$ cat src/rtl/bpu_pkg.sv
// Shared types for the branch predictor: 2-bit saturating counter, its
// update helper, and the IF->ID prediction record.
package bpu_pkg;

    typedef logic [1:0] cnt_t;

    localparam cnt_t CNT_SNT = 2'd0;
    localparam cnt_t CNT_WNT = 2'd1;
    localparam cnt_t CNT_WT  = 2'd2;
    localparam cnt_t CNT_ST  = 2'd3;

    // Record fields are sized for the widest supported configuration;
    // instances zero-extend into them.
    localparam int unsigned REC_XLEN   = 64;
    localparam int unsigned REC_PIDX_W = 16;

    typedef struct packed {
        logic                  hit;
        logic                  pred;
        logic [REC_XLEN-1:0]   target;
        logic [REC_PIDX_W-1:0] pidx;
    } id_rec_t;

    // Saturating 2-bit counter step
    function automatic cnt_t sat_update(input cnt_t cnt, input logic taken);
        cnt_t res;
        res = cnt;
        if (taken) begin
            if (cnt != CNT_ST) res = cnt + 2'd1;
        end else begin
            if (cnt != CNT_SNT) res = cnt - 2'd1;
        end
        return res;
    endfunction

endpackage

$ cat src/rtl/bpu_gshare_if.sv
// Fetch/decode side bus of the branch predictor.
//   pc_if, pc_id      : PCs in IF and ID
//   data_stall        : pipeline hold
//   is_branch_id, taken_id, target_id : resolved branch info in ID
//   fail, npc         : misprediction flag and next fetch PC (combinational)
interface bpu_gshare_if #(
    parameter int unsigned XLEN = 32
);
    logic [XLEN-1:0] pc_if;
    logic [XLEN-1:0] pc_id;
    logic            data_stall;
    logic            is_branch_id;
    logic            taken_id;
    logic [XLEN-1:0] target_id;
    logic            fail;
    logic [XLEN-1:0] npc;

    modport master (
        output pc_if, pc_id, data_stall, is_branch_id, taken_id, target_id,
        input  fail, npc
    );

    modport slave (
        input  pc_if, pc_id, data_stall, is_branch_id, taken_id, target_id,
        output fail, npc
    );
endinterface

$ cat src/rtl/bpu_btb.sv
// Direct-mapped tagged branch target buffer.
//   clk, rst        : clock, async active-low clear of valid bits
//   rd_word         : lookup word address (pc[XLEN-1:2])
//   rd_hit_c        : lookup hit (combinational)
//   rd_target_c     : stored target at lookup index (combinational)
//   wr_en/wr_word/wr_target : install or overwrite an entry
module bpu_btb #(
    parameter int unsigned XLEN    = 32,
    parameter int unsigned ENTRIES = 16
) (
    input  logic            clk,
    input  logic            rst,
    input  logic [XLEN-3:0] rd_word,
    output logic            rd_hit_c,
    output logic [XLEN-1:0] rd_target_c,
    input  logic            wr_en,
    input  logic [XLEN-3:0] wr_word,
    input  logic [XLEN-1:0] wr_target
);
    localparam int unsigned IDX_W = $clog2(ENTRIES);
    localparam int unsigned TAG_W = XLEN - 2 - IDX_W;

    logic [ENTRIES-1:0] valid;
    logic [TAG_W-1:0]   tag_mem [ENTRIES];
    logic [XLEN-1:0]    tgt_mem [ENTRIES];

    logic [IDX_W-1:0] rd_idx;
    logic [IDX_W-1:0] wr_idx;
    logic [TAG_W-1:0] rd_tag;
    logic [TAG_W-1:0] wr_tag;

    assign rd_idx = rd_word[IDX_W-1:0];
    assign rd_tag = rd_word[XLEN-3:IDX_W];
    assign wr_idx = wr_word[IDX_W-1:0];
    assign wr_tag = wr_word[XLEN-3:IDX_W];

    // Lookup sees pre-write contents; no write bypass
    always_comb begin
        rd_hit_c    = valid[rd_idx] && (tag_mem[rd_idx] == rd_tag);
        rd_target_c = tgt_mem[rd_idx];
    end

    always_ff @(posedge clk or negedge rst) begin
        if (!rst) begin
            valid <= '0;
        end else if (wr_en) begin
            valid[wr_idx] <= 1'b1;
        end
    end

    // Payload arrays are qualified by valid, so they need no reset
    always_ff @(posedge clk) begin
        if (wr_en) begin
            tag_mem[wr_idx] <= wr_tag;
            tgt_mem[wr_idx] <= wr_target;
        end
    end
endmodule

$ cat src/rtl/bpu_gshare.sv
// Branch predictor between IF and ID: BTB + 2-bit counter PHT, resolved in ID.
//   clk, rst : clock, async active-low reset
//   bus      : bpu_gshare_if.slave (pc_if, pc_id, data_stall, is_branch_id,
//              taken_id, target_id in; fail, npc out, both combinational)
// Build option: define BPU_GSHARE_EN to XOR global history into the PHT
// index; otherwise the predictor is bimodal and has no history register.
module bpu_gshare
    import bpu_pkg::*;
#(
    parameter int unsigned XLEN        = 32,
    parameter int unsigned BTB_ENTRIES = 16,
    parameter int unsigned PHT_ENTRIES = 64,
    parameter int unsigned GHR_BITS    = 6
) (
    input logic         clk,
    input logic         rst,
    bpu_gshare_if.slave bus
);
    localparam int unsigned PIDX_W = $clog2(PHT_ENTRIES);

    if (GHR_BITS < 1 || GHR_BITS > PIDX_W) begin : g_bad_ghr
        $error("GHR_BITS must be in 1..log2(PHT_ENTRIES)");
    end
    if (XLEN > REC_XLEN || PIDX_W > REC_PIDX_W) begin : g_bad_rec
        $error("XLEN or PHT index exceeds ID record field width");
    end

    cnt_t            pht [PHT_ENTRIES];
    id_rec_t         id_q;
    id_rec_t         rec_if;
    logic [PIDX_W-1:0] pidx_if;
    logic            btb_hit_c;
    logic [XLEN-1:0] btb_target_c;
    logic            pred_if;
    logic            dir_fail;
    logic            tgt_fail;
    logic            fail_c;
    logic            upd;

    assign upd = !bus.data_stall && bus.is_branch_id;

`ifdef BPU_GSHARE_EN
    logic [GHR_BITS-1:0] ghr;

    assign pidx_if = bus.pc_if[2 +: PIDX_W] ^ PIDX_W'(ghr);

    // Non-speculative history: shifted only by resolved branches
    always_ff @(posedge clk or negedge rst) begin
        if (!rst) begin
            ghr <= '0;
        end else if (upd) begin
            ghr <= GHR_BITS'({ghr, bus.taken_id});
        end
    end
`else
    assign pidx_if = bus.pc_if[2 +: PIDX_W];
`endif

    bpu_btb #(
        .XLEN    (XLEN),
        .ENTRIES (BTB_ENTRIES)
    ) u_btb (
        .clk         (clk),
        .rst         (rst),
        .rd_word     (bus.pc_if[XLEN-1:2]),
        .rd_hit_c    (btb_hit_c),
        .rd_target_c (btb_target_c),
        .wr_en       (upd && bus.taken_id),
        .wr_word     (bus.pc_id[XLEN-1:2]),
        .wr_target   (bus.target_id)
    );

    // IF-stage prediction and the record it leaves for ID
    always_comb begin
        pred_if       = btb_hit_c && (pht[pidx_if] >= CNT_WT);
        rec_if        = '0;
        rec_if.hit    = btb_hit_c;
        rec_if.pred   = pred_if;
        rec_if.target = REC_XLEN'(btb_target_c);
        rec_if.pidx   = REC_PIDX_W'(pidx_if);
    end

    // ID-stage resolution and next fetch PC
    always_comb begin
        dir_fail = bus.is_branch_id ? (id_q.pred ^ bus.taken_id) : id_q.pred;
        tgt_fail = bus.is_branch_id && bus.taken_id && id_q.hit && id_q.pred
                   && (id_q.target != REC_XLEN'(bus.target_id));
        fail_c   = dir_fail || tgt_fail;
        bus.fail = fail_c;
        if (fail_c) begin
            bus.npc = (bus.is_branch_id && bus.taken_id) ? bus.target_id
                                                         : bus.pc_id + XLEN'(4);
        end else if (pred_if) begin
            bus.npc = btb_target_c;
        end else begin
            bus.npc = bus.pc_if + XLEN'(4);
        end
    end

    // A failing ID squashes the wrong-path IF record so it cannot fail again
    always_ff @(posedge clk or negedge rst) begin
        if (!rst) begin
            id_q <= '0;
        end else if (!bus.data_stall) begin
            id_q <= fail_c ? '0 : rec_if;
        end
    end

    always_ff @(posedge clk or negedge rst) begin
        if (!rst) begin
            for (int unsigned i = 0; i < PHT_ENTRIES; i++) begin
                pht[i] <= CNT_WNT;
            end
        end else if (upd) begin
            for (int unsigned i = 0; i < PHT_ENTRIES; i++) begin
                if (id_q.pidx == REC_PIDX_W'(i)) begin
                    pht[i] <= sat_update(pht[i], bus.taken_id);
                end
            end
        end
    end
endmodule

$ cat src/flat_wrapper.sv
// flat-port wrapper written by rule: the top's interface ports become plain ports
module bpu_gshare_flat import bpu_pkg::*;
#(
    parameter int unsigned XLEN        = 32,
    parameter int unsigned BTB_ENTRIES = 16,
    parameter int unsigned PHT_ENTRIES = 64,
    parameter int unsigned GHR_BITS    = 6
)
  (clk, rst, bus_pc_if, bus_pc_id, bus_data_stall, bus_is_branch_id, bus_taken_id, bus_target_id, bus_fail, bus_npc);
  bpu_gshare_if #(.XLEN(XLEN)) bus_i ();
  input logic clk;
  input logic rst;
  input wire logic [$bits(bus_i.pc_if)-1:0] bus_pc_if;
  input wire logic [$bits(bus_i.pc_id)-1:0] bus_pc_id;
  input wire logic [$bits(bus_i.data_stall)-1:0] bus_data_stall;
  input wire logic [$bits(bus_i.is_branch_id)-1:0] bus_is_branch_id;
  input wire logic [$bits(bus_i.taken_id)-1:0] bus_taken_id;
  input wire logic [$bits(bus_i.target_id)-1:0] bus_target_id;
  output wire logic [$bits(bus_i.fail)-1:0] bus_fail;
  output wire logic [$bits(bus_i.npc)-1:0] bus_npc;
  assign bus_i.pc_if = bus_pc_if;
  assign bus_i.pc_id = bus_pc_id;
  assign bus_i.data_stall = bus_data_stall;
  assign bus_i.is_branch_id = bus_is_branch_id;
  assign bus_i.taken_id = bus_taken_id;
  assign bus_i.target_id = bus_target_id;
  assign bus_fail = bus_i.fail;
  assign bus_npc = bus_i.npc;
  bpu_gshare #(.XLEN(XLEN), .BTB_ENTRIES(BTB_ENTRIES), .PHT_ENTRIES(PHT_ENTRIES), .GHR_BITS(GHR_BITS)) u_core (.clk(clk), .rst(rst), .bus(bus_i));
endmodule
$ cat config.mk
export PLATFORM = sky130hd
export DESIGN_NAME = bpu_gshare_flat
export DESIGN_NICKNAME = d
export VERILOG_FILES = /design/src/rtl/bpu_pkg.sv /design/src/rtl/bpu_gshare_if.sv /design/src/rtl/bpu_btb.sv /design/src/rtl/bpu_gshare.sv /design/src/flat_wrapper.sv
export SDC_FILE = /design/constraint.sdc
export NUM_CORES = 2
export LEC_CHECK = 0
export BUFFER_PORTS_ARGS = -buffer_cell sky130_fd_sc_hd__buf_2
export CAP_MARGIN = 25
export CORE_ASPECT_RATIO = 0.5
export CORE_MARGIN = 8
export CORE_UTILIZATION = 61
export CTS_BUF_LIST = sky130_fd_sc_hd__clkbuf_8
export CTS_CLUSTER_SIZE = 30
export DETAILED_ROUTE_END_ITERATION = 10
export PLACE_DENSITY = 0.81
export SETUP_SLACK_MARGIN = 0.1
export SYNTH_ARGS = -nofsm -noshare
export SYNTH_HDL_FRONTEND = slang
export SYNTH_SLANG_ARGS = --single-unit
$ cat constraint.sdc
create_clock -name clk -period 5.6 [get_ports clk]
set_input_delay 1.12 -clock clk [delete_from_list [all_inputs] [get_ports clk]]
set_output_delay 1.12 -clock clk [all_outputs]
set_load 0.02 [all_outputs]
# Word level (Yosys, flattened, before mapping)

Memories as Yosys holds them, arrays and structs flattened.
Index checks and enable logic that the tools add are counted.
W data, S select, Z words.

Logic and storage cells: 812
Memories: 2
Output and inout bits: 33
Memory bits (writable): 928
Bits of input ports: 101
Register bits: 226

$lt $le $gt $ge: 5
Add/subtract/negate cells: 130
Mux-type cells: 206
Reductions and logical operators: 204
Eq/ne operators: 193
Bitwise gates (word level): 3

Memory list:

| name                 | depth | width | read ports | clocked after memory_dff | write ports | RTL line      | text |
|---|---|---|---|---|---|---|---|
| u_core.u_btb.tgt_mem | 16    | 32    | 1          | 0                        | 1           | bpu_btb.sv:25 | `logic [XLEN-1:0] tgt_mem [ENTRIES];` |
| u_core.u_btb.tag_mem | 16    | 26    | 1          | 0                        | 1           | bpu_btb.sv:24 | `logic [TAG_W-1:0] tag_mem [ENTRIES];` |

Operators with widths:

| operator                | number |
|---|---|
| $eq A16 B6 Y1 const B   | 32 |
| $mux W2                 | 194 |
| $eq A16 B5 Y1 const B   | 16 |
| $reduce_and A4 Y1       | 64 |
| $reduce_bool A2 Y1      | 128 |
| $add A2 B1 Y2 const B   | 64 |
| $eq A16 B4 Y1 const B   | 8 |
| $ne A2 B1 Y1 const B    | 64 |
| $ne A2 B2 Y1 const B    | 64 |
| $sub A2 B1 Y2 const B   | 64 |
| $mux W32                | 3 |
| $mux W82                | 1 |
| $add A32 B3 Y32 const B | 2 |
| $eq A16 B3 Y1 const B   | 4 |
| $ne A64 B32 Y1          | 1 |
| $eq A16 B2 Y1 const B   | 2 |
| $eq A26 B26 Y1          | 1 |
| $eq A16 B1 Y1 const B   | 1 |
| $logic_not A16 Y1       | 1 |
| $or A16 B16 Y16         | 1 |
| $bmux W2 S6             | 1 |
| $lt A4 B5 Y1 const B    | 2 |
| $logic_and A1 B1 Y1     | 9 |
| $ge A7 B7 Y1 const B    | 1 |
| 9 further kinds         | 13 |

# Longest topological paths before layout

Depth after elaboration: 8
Mapped depth: 15
Mapped depth without buffers: 9

# Hierarchy

Synthesis repeated with hierarchy kept, for this count alone.

Cells, all modules: 2,993
Area total of the unflattened synthesis: 48,436.5 um^2

By module, submodules not included:

| module     | sequential area each (um^2) | area each (um^2) | times used | cells an instance |
|---|---|---|---|---|
| bpu_btb    | 28,267.1                    | 36,532.5         | 1          | 1,577 |
| bpu_gshare | 4,284.1                     | 11,903.9         | 1          | 1,416 |

# Least setup slack after synthesis

OpenSTA, ideal clock, no wires.

Kind: in2out
Start: in bus_pc_if[2]
End: out bus_npc[0]
Data required time: 4.480 ns
Path buffers: 4
Arrival time: 3.859 ns
Slack: 0.621 ns
Cell stages on the path: 11
Cell sequence: buf_6 -> buf_8 -> buf_4 -> mux4_2 -> mux2_2 -> a32o_1 -> nor4b_1 -> nand4_1 -> buf_4 -> mux2i_1 -> a21oi_1

Cells in the longest elaborated chain, start to end: 8
Elaborated cells between the ends (all ways): 14
Those cells by class: 1 x order compare; 1 x eq/ne; 7 x mux; 1 x bitwise; 2 x reduce/logical; 2 x memory

RTL lines:

| what                                       | RTL line           | text |
|---|---|---|
| start: declaration                         | flat_wrapper.sv:13 | `input wire logic [$bits(bus_i.pc_if)-1:0] bus_pc_if;` |
| $not A6 Y7 (implied by the code)           | bpu_gshare.sv:75   | `pred_if = btb_hit_c && (pht[pidx_if] >= CNT_WT);` |
| $bmux W2 S6                                | bpu_gshare.sv:75   |  |
| $mux W2 (implied by the code) (2 in a row) | bpu_gshare.sv:75   |  |
| $ge A2 B2 Y1                               | bpu_gshare.sv:75   |  |
| $logic_and A1 B1 Y1                        | bpu_gshare.sv:75   |  |
| $mux W32 *                                 | bpu_gshare.sv:93   | `end else if (pred_if) begin` |
| $mux W32 *                                 | bpu_gshare.sv:90   | `if (fail_c) begin` |
| end: declaration                           | flat_wrapper.sv:20 | `output wire logic [$bits(bus_i.npc)-1:0] bus_npc;` |

Mark *: on every way between the ends. The rest lies on a longest branch, timed or not. The select of a mux whose other input is x is not followed.

# Final worst setup path

Start: in bus_pc_if[2]
End: out bus_npc[24]

The elaborated chain is that of the path after synthesis.

==> results.toml <==
[run_status]
outcome = "finished clean"

[timing]
rsz0062_at_grt = "no"
period_needed_ns = 5.40
hold_slack_ns = 0.454
fin_worst_skew_ns = 0.0433
hold_violations = 0
tns_ns = 0
worstMarginPinSlew_ns = 0.961
max_slew_margin_pct = 35.9
max_clock_freq_mhz = 185
setup_viol = 0
setup_ws_ns = 0.203
slew_violations = 0
post-route-period-util_pct = 96.4

[synth]
post-synth-top-count-cell = "edfxtp_1"
synth_cell_types = 68
synth.ff_latch_count = 1112
synth-edff-count = 928
synth_top_cell_area_share_pct = 58.7
synthArstFlopShare_pct = 16.5
synth_area_leaders = "edfxtp_1 59%, mux4_2 12%, dfrtp_1 6.3%"
netlist_area_um2 = 47400
netlist_instances = 2946
ys_seq_area_share_pct = 68.6
synth_top_cell_by_area = "edfxtp_1"
synth_common_cells = "928 x edfxtp_1, 254 x mux4_2, 224 x nand2_1"
ys.flop_type = "edfxtp_1"
avgSynthCellArea_um2 = 16.1
ys_warn_count = 0
syn-num-nets = 3052

[critical_path]
cp_data_required_time_ns = 4.48
worst-path-max-fanout = 15
start_kind = "primary input"
cpMaxStageDelayCell = "mux4_2"
critical_path_class = "in2out"
path_delay_family = "compound AO/OA/AOI/OAI gates"
crit_chain = "buf_16 -> buf_12 -> buf_4 -> mux4_2 -> a22o_1 -> a221oi_2 -> xor2_1 -> o2111ai_2 -> nor4_4 -> nand4_1 -> buf_6 -> buf_12 -> a31oi_1 -> o21ai_1 -> buf_2"
crit_cells = 15
cpPeakStageDelay_ns = 0.49
end_kind = "primary output"
crit_arrival_ns = 4.28
cp.buffers_inverters = 6
ff2ff_path_depth = 10
critical_path.most_common_cell = "buf_12"

[floorplan]
die_area_um2 = 87500
start_util_pct = 61.5
die_w_um = 410
die_h_um = 213
core_um2 = 77100
ios = 134
row_count = 72

[drt]
drt_wl_total_um = 133000
avgRoutedWirePerCell_um = 30.3
drt_iter0_drc = 4544
routed_via_density = 6.87
postRouteAntennaNets = 0
drcViolationCount = 0
vias = 30300
first_pass_iters = 8

[cts]
htree_num_levels = 4
cts_buffer_depth = 3
clk_latency_ns = 0.82
clk_pin_slew_ns = 0.07
clock-sinks = 1112
cts_tree = "yes"
cts_root_buf = "clkbuf_8"
numCtsBuffers = 150

[placed_design]
port_buffers = 133
gp_congestion = 0.940
dpl.cell_count = 4104
dpl_cell_area_um2 = 50200
dpl.hpwl_um = 82700
dp_slack_ns = -0.109

[worst_hold_path]
hp-class = "in2async"

[global_routing]
grt_max_degree = 119
groute.layer.met2.usage_pct = 47.3
track_usage_pct = 30.1
grt_util_met1_pct = 39.1
grt.busiest_layer = "met2"
gr-usage-met3_pct = 8.03
overflow = 0
grt_pass1_vias = 29900
antenna_found_initial = 9
grt_pass1_wl_um = 193000

[power]
p_leak_nw = 18.1
max-vdd-ir-drop_mv = 0.250
cellPowerDensity_nw_per_um2 = 309
total_power_mw = 16.4

[final_layout]
final_area_um2 = 53300
finalNonFillerCells = 4404
fin_util_pct = 69.1
area_growth_pct = 12.3
nets = 3346
drive_gt1_share_pct = 25.8

[run]
maxCapViolCount = 0
final cells by class:
cell class | count | area [um2]
Clock inverter | 114 | 522
Tap cell | 1036 | 1300
Multi-Input combinational cell | 1651 | 14300
Inverter | 27 | 104
Fill cell | 4798 | 23800
Timing Repair Buffer | 298 | 2360
Antenna cell | 7 | 17.5
Clock buffer | 159 | 2190
Sequential cell | 1112 | 32600
timing repair:
action / 4_1_cts / 5_1_grt
gates cloned: 2 / 1
pin swaps: 4 / 4
setup buffers: 7 / 8
endpoints found under the setup margin: 32 / 32
hold buffers: 0 / 0
gates resized for setup: 7 / 18
kinds of logic after synthesis:
| family | after synthesis | share of synthesized area (%) |
|---|---|---|
| buffers and inverters | 183 | 1.79 |
| muxes | 362 | 14.4 |
| and+or+nand+nor | 616 | 5.95 |
| DFF | 1112 | 68.6 |
| adders and majority gates | 5 | 0.132 |
| AOI/OAI and AO/OA | 561 | 7.19 |
| xor gates and xnor gates | 107 | 1.98 |
registers in the layout (all words and copies together), names as in the netlist:
name / count
u_core.u_btb.tgt_mem: 512
u_core.u_btb.tag_mem: 416
u_core.pht: 128
u_core.id_q: 40
u_core.u_btb.valid: 16
worst register-to-register path, delay by kind of cell (launching register included):
kind	cells	cell delay [ns]
xor gates and xnor gates	1	0.16
and+or+nand+nor	3	0.78
DFF	1	0.39
buffers and inverters	2	0.78
AOI/OAI and AO/OA	4	1.04
power breakdown:
| part | internal, mW | switching [mW] |
|---|---|---|
| logic | 0.531 | 0.868 |
| registers | 9.17 | 0.137 |
| clock network | 2.65 | 3.09 |
| total | 12.4 | 4.09 |
metal layers:
| layer | routed length, um | vias to the layer above |
|---|---|---|
| met5 | 0 | - |
| met4 | 7340 | 0 |
| met3 | 16600 | 454 |
| met2 | 62600 | 2257 |
| met1 | 47000 | 15300 |
| li1 | - | 12300 |
cell usage in the layout, fill, tap and decap left out, drive strengths merged, types with 98 or more instances in the layout:
master    n
o21ai   219
mux2i    98
nor2    187
buf     294
mux4    254
a21oi   123
edfxtp  928
clkbuf  162
dfrtp   120
nand2   225
worst paths after layout:
path | slack, ns | from | endpoint
setup / recovery | 0.20 | bus_pc_if[2] | bus_npc[24]
hold / removal | 0.45 | rst | u_core.u_btb.valid[0]
setup reg to reg | 2.34 | u_core.id_q[37] | u_core.id_q[38]
hold reg to reg | 0.47 | u_core.u_btb.valid[3] | u_core.u_btb.valid[3]
max in group asynchronous | 4.01 | rst | u_core.id_q[36]
min in group clk | 0.47 | u_core.u_btb.valid[3] | u_core.u_btb.valid[3]
Note: power is estimated with default switching activity, not from simulation.
